### src/rtl/wb_ic_pkg.sv
// Shared types and constants for the Wishbone N-slave interconnect.
// Holds the FSM state encoding, bus data width and slave-count limit.
package wb_ic_pkg;

    localparam int DATA_W     = 32;
    localparam int MAX_SLAVES = 16;

    typedef enum logic [1:0] {
        IDLE    = 2'd0,
        ACTIVE  = 2'd1,
        ERROR   = 2'd2,
        RELEASE = 2'd3
    } ic_state_t;

endpackage

### src/rtl/wb_ic_timeout.sv
// Stall watchdog for the interconnect: counts consecutive stalled cycles.
// Fires on the cycle whose edge would bring the count up to TIMEOUT.
module wb_ic_timeout #(
    parameter int TIMEOUT = 255
) (
    input  logic clk,
    input  logic rst,
    input  logic stall,
    output logic expired
);

    localparam int CW = (TIMEOUT < 1) ? 1 : $clog2(TIMEOUT + 1);

    logic [CW-1:0] count;

    // count stalled cycles; any ack or dropped strobe restarts the count
    always_ff @(posedge clk) begin
        if (rst || !stall) begin
            count <= '0;
        end else begin
            count <= count + 1'b1;
        end
    end

    // expire on the stalled cycle that completes TIMEOUT stalls
    always_comb begin
        expired = stall && (count == CW'(TIMEOUT - 1));
    end

endmodule

### src/rtl/wishbone_nslave_interconnect.sv
// One-master to N-slave Wishbone interconnect with registered slave select.
// Define WB_IC_TIMEOUT_EN to enable the stalled-access watchdog.
module wishbone_nslave_interconnect
    import wb_ic_pkg::*;
#(
    parameter int NUM_SLAVES = 4,
    parameter int SEL_LSB    = 24,
    parameter int SEL_WIDTH  = 8,
    parameter int TIMEOUT    = 255
) (
    input  logic                         clk,
    input  logic                         rst,
    input  logic                         m_cyc_i,
    input  logic                         m_stb_i,
    input  logic                         m_we_i,
    input  logic [DATA_W-1:0]            m_adr_i,
    input  logic [DATA_W-1:0]            m_dat_i,
    output logic [DATA_W-1:0]            m_dat_o,
    output logic                         m_ack_o,
    output logic                         m_err_o,
    output logic                         m_int_o,
    output logic [NUM_SLAVES-1:0]        s_cyc_o,
    output logic [NUM_SLAVES-1:0]        s_stb_o,
    output logic [NUM_SLAVES-1:0]        s_we_o,
    output logic [DATA_W-1:0]            s_adr_o,
    output logic [DATA_W-1:0]            s_dat_o,
    input  logic [DATA_W*NUM_SLAVES-1:0] s_dat_i,
    input  logic [NUM_SLAVES-1:0]        s_ack_i,
    input  logic [NUM_SLAVES-1:0]        s_int_i
);

    localparam logic [DATA_W-1:0] FIELD_ONES =
        (SEL_WIDTH >= DATA_W) ? '1 : ((DATA_W'(1) << SEL_WIDTH) - DATA_W'(1));
    localparam logic [DATA_W-1:0] SEL_MASK = FIELD_ONES << SEL_LSB;

    ic_state_t            state;
    ic_state_t            state_nxt;
    logic [SEL_WIDTH-1:0] sel;
    logic [SEL_WIDTH-1:0] field;
    logic                 start;
    logic                 ack_sel;
    logic [DATA_W-1:0]    dat_sel;
    logic                 stall;
    logic                 timeout_hit;

    assign field   = m_adr_i[SEL_LSB +: SEL_WIDTH];
    assign start   = m_cyc_i && m_stb_i;
    assign s_adr_o = m_adr_i & ~SEL_MASK;
    assign s_dat_o = m_dat_i;
    assign stall   = (state == ACTIVE) && m_stb_i && !ack_sel;

`ifdef WB_IC_TIMEOUT_EN
    wb_ic_timeout #(
        .TIMEOUT (TIMEOUT)
    ) u_timeout (
        .clk     (clk),
        .rst     (rst),
        .stall   (stall),
        .expired (timeout_hit)
    );
`else
    assign timeout_hit = 1'b0;
`endif

    // state register and slave-select latch
    always_ff @(posedge clk) begin
        if (rst) begin
            state <= IDLE;
            sel   <= '0;
        end else begin
            state <= state_nxt;
            if (state == IDLE && start) begin
                sel <= field;
            end
        end
    end

    // registered interrupt aggregation
    always_ff @(posedge clk) begin
        if (rst) begin
            m_int_o <= 1'b0;
        end else begin
            m_int_o <= |s_int_i;
        end
    end

    // pick the selected slave's ack and read data
    always_comb begin
        ack_sel = 1'b0;
        dat_sel = '0;
        for (int k = 0; k < NUM_SLAVES && k < MAX_SLAVES; k++) begin
            if (sel == SEL_WIDTH'(k)) begin
                ack_sel = s_ack_i[k];
                dat_sel = s_dat_i[k*DATA_W +: DATA_W];
            end
        end
    end

    // next state and per-state bus outputs
    always_comb begin
        state_nxt = state;
        s_cyc_o   = '0;
        s_stb_o   = '0;
        s_we_o    = '0;
        m_ack_o   = 1'b0;
        m_err_o   = 1'b0;
        m_dat_o   = '0;
        unique case (state)
            IDLE: begin
                if (start) begin
                    if (int'(field) < NUM_SLAVES) begin
                        state_nxt = ACTIVE;
                    end else begin
                        state_nxt = ERROR;
                    end
                end
            end
            ACTIVE: begin
                for (int k = 0; k < NUM_SLAVES && k < MAX_SLAVES; k++) begin
                    if (sel == SEL_WIDTH'(k)) begin
                        s_cyc_o[k] = m_cyc_i;
                        s_stb_o[k] = m_stb_i;
                        s_we_o[k]  = m_we_i;
                    end
                end
                m_ack_o = ack_sel;
                m_dat_o = dat_sel;
                if (!m_cyc_i) begin
                    state_nxt = IDLE;
                end else if (timeout_hit) begin
                    state_nxt = ERROR;
                end
            end
            ERROR: begin
                m_err_o   = 1'b1;
                state_nxt = RELEASE;
            end
            RELEASE: begin
                if (!m_cyc_i) begin
                    state_nxt = IDLE;
                end
            end
            default: begin
                state_nxt = IDLE;
            end
        endcase
    end

endmodule

### config.mk
export PLATFORM = sky130hd
export DESIGN_NAME = wishbone_nslave_interconnect
export DESIGN_NICKNAME = d
export VERILOG_FILES = /design/src/rtl/wb_ic_pkg.sv /design/src/rtl/wb_ic_timeout.sv /design/src/rtl/wishbone_nslave_interconnect.sv
export SDC_FILE = /design/constraint.sdc
export NUM_CORES = 1
export LEC_CHECK = 0
export CAP_MARGIN = 30
export CORE_AREA = 2 2 121 123
export CTS_BUF_LIST = sky130_fd_sc_hd__clkbuf_8
export DETAILED_ROUTE_END_ITERATION = 7
export DIE_AREA = 0 0 123 125
export SLEW_MARGIN = 20
export SYNTH_ARGS = -nofsm -noshare
export SYNTH_HDL_FRONTEND = slang
export SYNTH_SLANG_ARGS = --single-unit
### constraint.sdc
create_clock -name clk -period 3.48 [get_ports clk]
set_input_delay 0.348 -clock clk [delete_from_list [all_inputs] [get_ports clk]]
set_output_delay 0.348 -clock clk [all_outputs]
set_load 0.01 [all_outputs]
# After elaboration in Yosys (flattened, before gate mapping)

Cells that the tools add are included.

Bits in registers: 11
Bits of input ports: 205
Output and inout bits: 111
Word-level logic and storage cells: 49

$lt $le $gt $ge: 1
Equal/unequal tests: 8
Muxes and demuxes: 30
Reduce and logical (&&, ||, !) cells: 7

Operator list:

| operator             | number |
|---|---|
| $mux W32             | 5 |
| $mux W1              | 18 |
| $eq A8 B2 Y1 const B | 2 |
| $mux W4              | 3 |
| $eq A8 B1 Y1 const B | 1 |
| $logic_not A8 Y1     | 1 |
| $lt A8 B3 Y1 const B | 1 |
| $mux W2              | 3 |
| $pmux W2 S3          | 1 |
| $eq A2 B2 Y1 const B | 2 |
| $ne A2 B2 Y1 const B | 2 |
| $reduce_or A4 Y1     | 1 |
| $eq A2 B1 Y1 const B | 1 |
| $logic_and A1 B1 Y1  | 2 |
| $logic_not A2 Y1     | 1 |
| $reduce_and A2 Y1    | 1 |
| $reduce_or A2 Y1     | 1 |

# Logic depth before layout (Yosys ltp)

Word-level depth: 6
Depth in mapped cells: 4
Depth with buffers taken out: 3

# Worst setup path before layout

No wires, ideal clock.

Kind: reg-to-output
From: register sel[0]
To: output m_dat_o[10]
Data arrival time: 1,343 ps
Required time: 3,132 ps
Setup slack: 1,789 ps
Stages on the path, launching flop included: 5
Path buffers: 2
Path through: dfxtp_1 buf_6 buf_12 mux4_2 and3_1

Word-level cells in the longest chain between the ends: 6
Elaborated cells on any way between the ends: 9
Classes of those cells: eq/ne: 3; mux: 5; reduce/logical: 1

Ends and longest elaborated chain:

| item                   | line                                | text |
|---|---|---|
| from (decl)            | wishbone_nslave_interconnect.sv:38  | `logic [SEL_WIDTH-1:0] sel;` |
| from (signal assigned) | wishbone_nslave_interconnect.sv:73  | `sel <= field;` |
| $logic_not A8 Y1       | wishbone_nslave_interconnect.sv:92  | `if (sel == SEL_WIDTH'(k)) begin` |
| $mux W32 (3 in series) | wishbone_nslave_interconnect.sv:92  |  |
| $mux W32 *             | wishbone_nslave_interconnect.sv:92  |  |
| $mux W32 *             | wishbone_nslave_interconnect.sv:108 | `unique case (state)` |
| to (decl)              | wishbone_nslave_interconnect.sv:18  | `output logic [DATA_W-1:0] m_dat_o,` |

Every way passes the cells marked *; elsewhere a longest branch is shown, timed or not.

# Final worst setup path

From: register sel[0]
To: output m_dat_o[4]

Same word-level chain as after synthesis.

==> summary.md <==
| Metric | Value |
|---|---|
| Fill count | 1512 |
| Placed cell count | 517 |
| Synth warnings | 0 |
| Count of cells resized by post-cts repair | 0 |
| Via/cell ratio | 4.14 |
| Startpoint Class | register |
| Clock Sink Count | 11 |
| Initial antenna violation count | 0 |
| Cell Count, Final, Fillers Out | 521 |
| Setup Fix Bufs, Post-CTS | 0 |
| Core Area | 0.0142 mm2 |
| First-pass GRT wire length | 13000 um |
| Max-cap violations | 0 |
| Slew Limit Fails | 0 |
| Crit path kind | register to output port |
| DP HPWL | 7620 um |
| Hold Vio Cnt, Final | 0 |
| Setup violations, final | 0 |
| Worst EP arrival | 2.37 ns |
| Overflow after GRT | 0 |
| Port buffer count | 195 |
| Sequential share of the synthesized area | 0.105 |
| Clock Path Buffers | 2 |
| Final RePlAce weighted congestion | 0.769 |
| Slew headroom | 0.598 |
| #FFs+latches synth | 11 |
| Post-Syn Instances | 208 |
| GR Util All Layers | 0.111 |
| Fin util | 0.268 |
| WL per Instance | 17.1 um |
| CP max FO | 28 |
| Die area | 0.0154 mm2 |
| Chip width | 123 um |
| Placement Rows | 44 |
| Status | finished, final reports clean |
| RSZ-0062 raised after global routing | no |
| Routed Antenna Nets | 0 |
| Pwr/cell area | 168 mW/mm2 |
| Syn_area_per_cell | 10.1 um2 |
| Setup TNS | 0 ns |
| I/O Pins | 316 |
| Initial DRC count | 31 |
| Starting Density | 0.148 |
| Crit end category | output port |
| Detailed-route DRC error count | 0 |
| CTS tree | built |
| Post-Syn Area | 0.00211 mm2 |
| Number of antenna diodes | 0 |
| Fin crit share | 0.781 |
| Fmax | 368 MHz |
| Commonest non-fill, non-tap cell in the layout | clkdlybuf4s50_1 |
| Synth top area share | 0.353 |
| Yosys top cell by area | mux4_2 |
| Leakage | 1.43 nW |
| HP Class | register to register |
| Chip height | 125 um |
| WP data required | 3.13 ns |
| Synth top area cells | mux4_2, buf_4, and3_1 |
| Final Skew | 0.00567 ns |
| Unique masters post-synth | 23 |
| Vias in the first global route | 2481 |
| Final setup margin | 0.761 ns |
| DR pass1 iterations | 4 |
| Total CTS buffers | 3 |
| Area delta synth->final | 81.1% |
| Most frequent cells in the layout | clkdlybuf4s50_1, and3_1, mux4_2 |
| Clk_lat worst skew | 0.24 ns |
| Share of layout cells above drive strength 1 | 0.136 |
| Nets | 543 |
| Post-Place Worst Slack | 0.976 ns |
| WL final | 8930 um |
| H-tree levels | 1 |
| Worst-path clk slew | 0.06 ns |
| Vias | 2158 |
| VDD IR max | 107 uV |
| Largest net degree at the start of global routing | 31 |
| Period minus WS final | 2.72 ns |
| Worst slew pin tran | 0.599 ns |
| Tot Pwr | 0.641 mW |
| Clock root buffer | clkbuf_8 |
| Cts hold-fix bufs | 0 |
## Yosys cell counts (all sizes together)
| cell | count |
|---|---|
| and2 | 2 |
| nor2 | 11 |
| and3 | 45 |
| conb | 1 |
| mux2i | 8 |
| nor2b | 3 |
| inv | 1 |
| a21oi | 3 |
| nand4 | 1 |
| a211o | 1 |
| buf | 73 |
| nor4 | 3 |
| nor4b | 1 |
| mux4 | 33 |
| and4bb | 1 |
| o21ai | 1 |
| clkbuf | 8 |
| nand2 | 1 |
| dfxtp | 11 |
## worst max-delay path, stage by stage (launching register included)
cell             delay (ns)
dfxtp_2                0.58
buf_12                 0.28
mux4_2                 0.54
and3_1                 0.19
clkdlybuf4s50_1        0.49
## stage by stage
step           instance area, um2  hold slack [ns]
2_1_floorplan                2130            0.417
3_3_place_gp                 3770            0.523
3_5_place_dp                 3770            0.539
4_1_cts                      3810            0.553
5_1_grt                      3810            0.583
6_report                     3810            0.551
## area by class of cell
class	count	area [um2]	share of cell area
clock buffers	3	41.3	0.0108
flip-flops and latches	11	223	0.0584
repair buffers	199	1990	0.523
well taps	184	230	0.0604
inverters	1	3.75	0.000984
clock inverters	1	5.00	0.00131
multi-input cells	122	1320	0.345
## logic make-up after synthesis
kind of cell           count (synthesis)  share of synthesized area
AO/OA/AOI/OAI                          5                     0.0137
buffers and inverters                 82                      0.283
other                                  1                    0.00178
AND/OR/NAND/NOR                       68                      0.206
multiplexers                          41                      0.391
flip-flops                            11                      0.105
## report_power, final
part / internal (mW) / switching, mW
clock network: 0.0789 / 0.0546
logic: 0.251 / 0.109
registers: 0.133 / 0.0144
## per-layer routing
layer,track usage,up-vias,routed length (um)
li1,-,962,-
met5,0,-,0
met2,0.214,135,4720
met3,0.0278,40,833
met4,0.0394,0,235
met1,0.112,1021,3140
## worst paths after layout
kind / startpoint / to / slack, ns / cells past startpoint
min reg2reg: state[1] / state[1] / 0.55 / 2
min: state[1] / state[1] / 0.55 / 2
max: sel[0] / m_dat_o[4] / 0.76 / 4
max reg2reg: state[0] / sel[0] / 2.20 / 3
## registers in the layout (all words and copies together), names as in the netlist
| register | count |
|---|---|
| sel | 8 |
| state | 2 |
| m_int_o | 1 |
(Power assumes the default switching activity.)
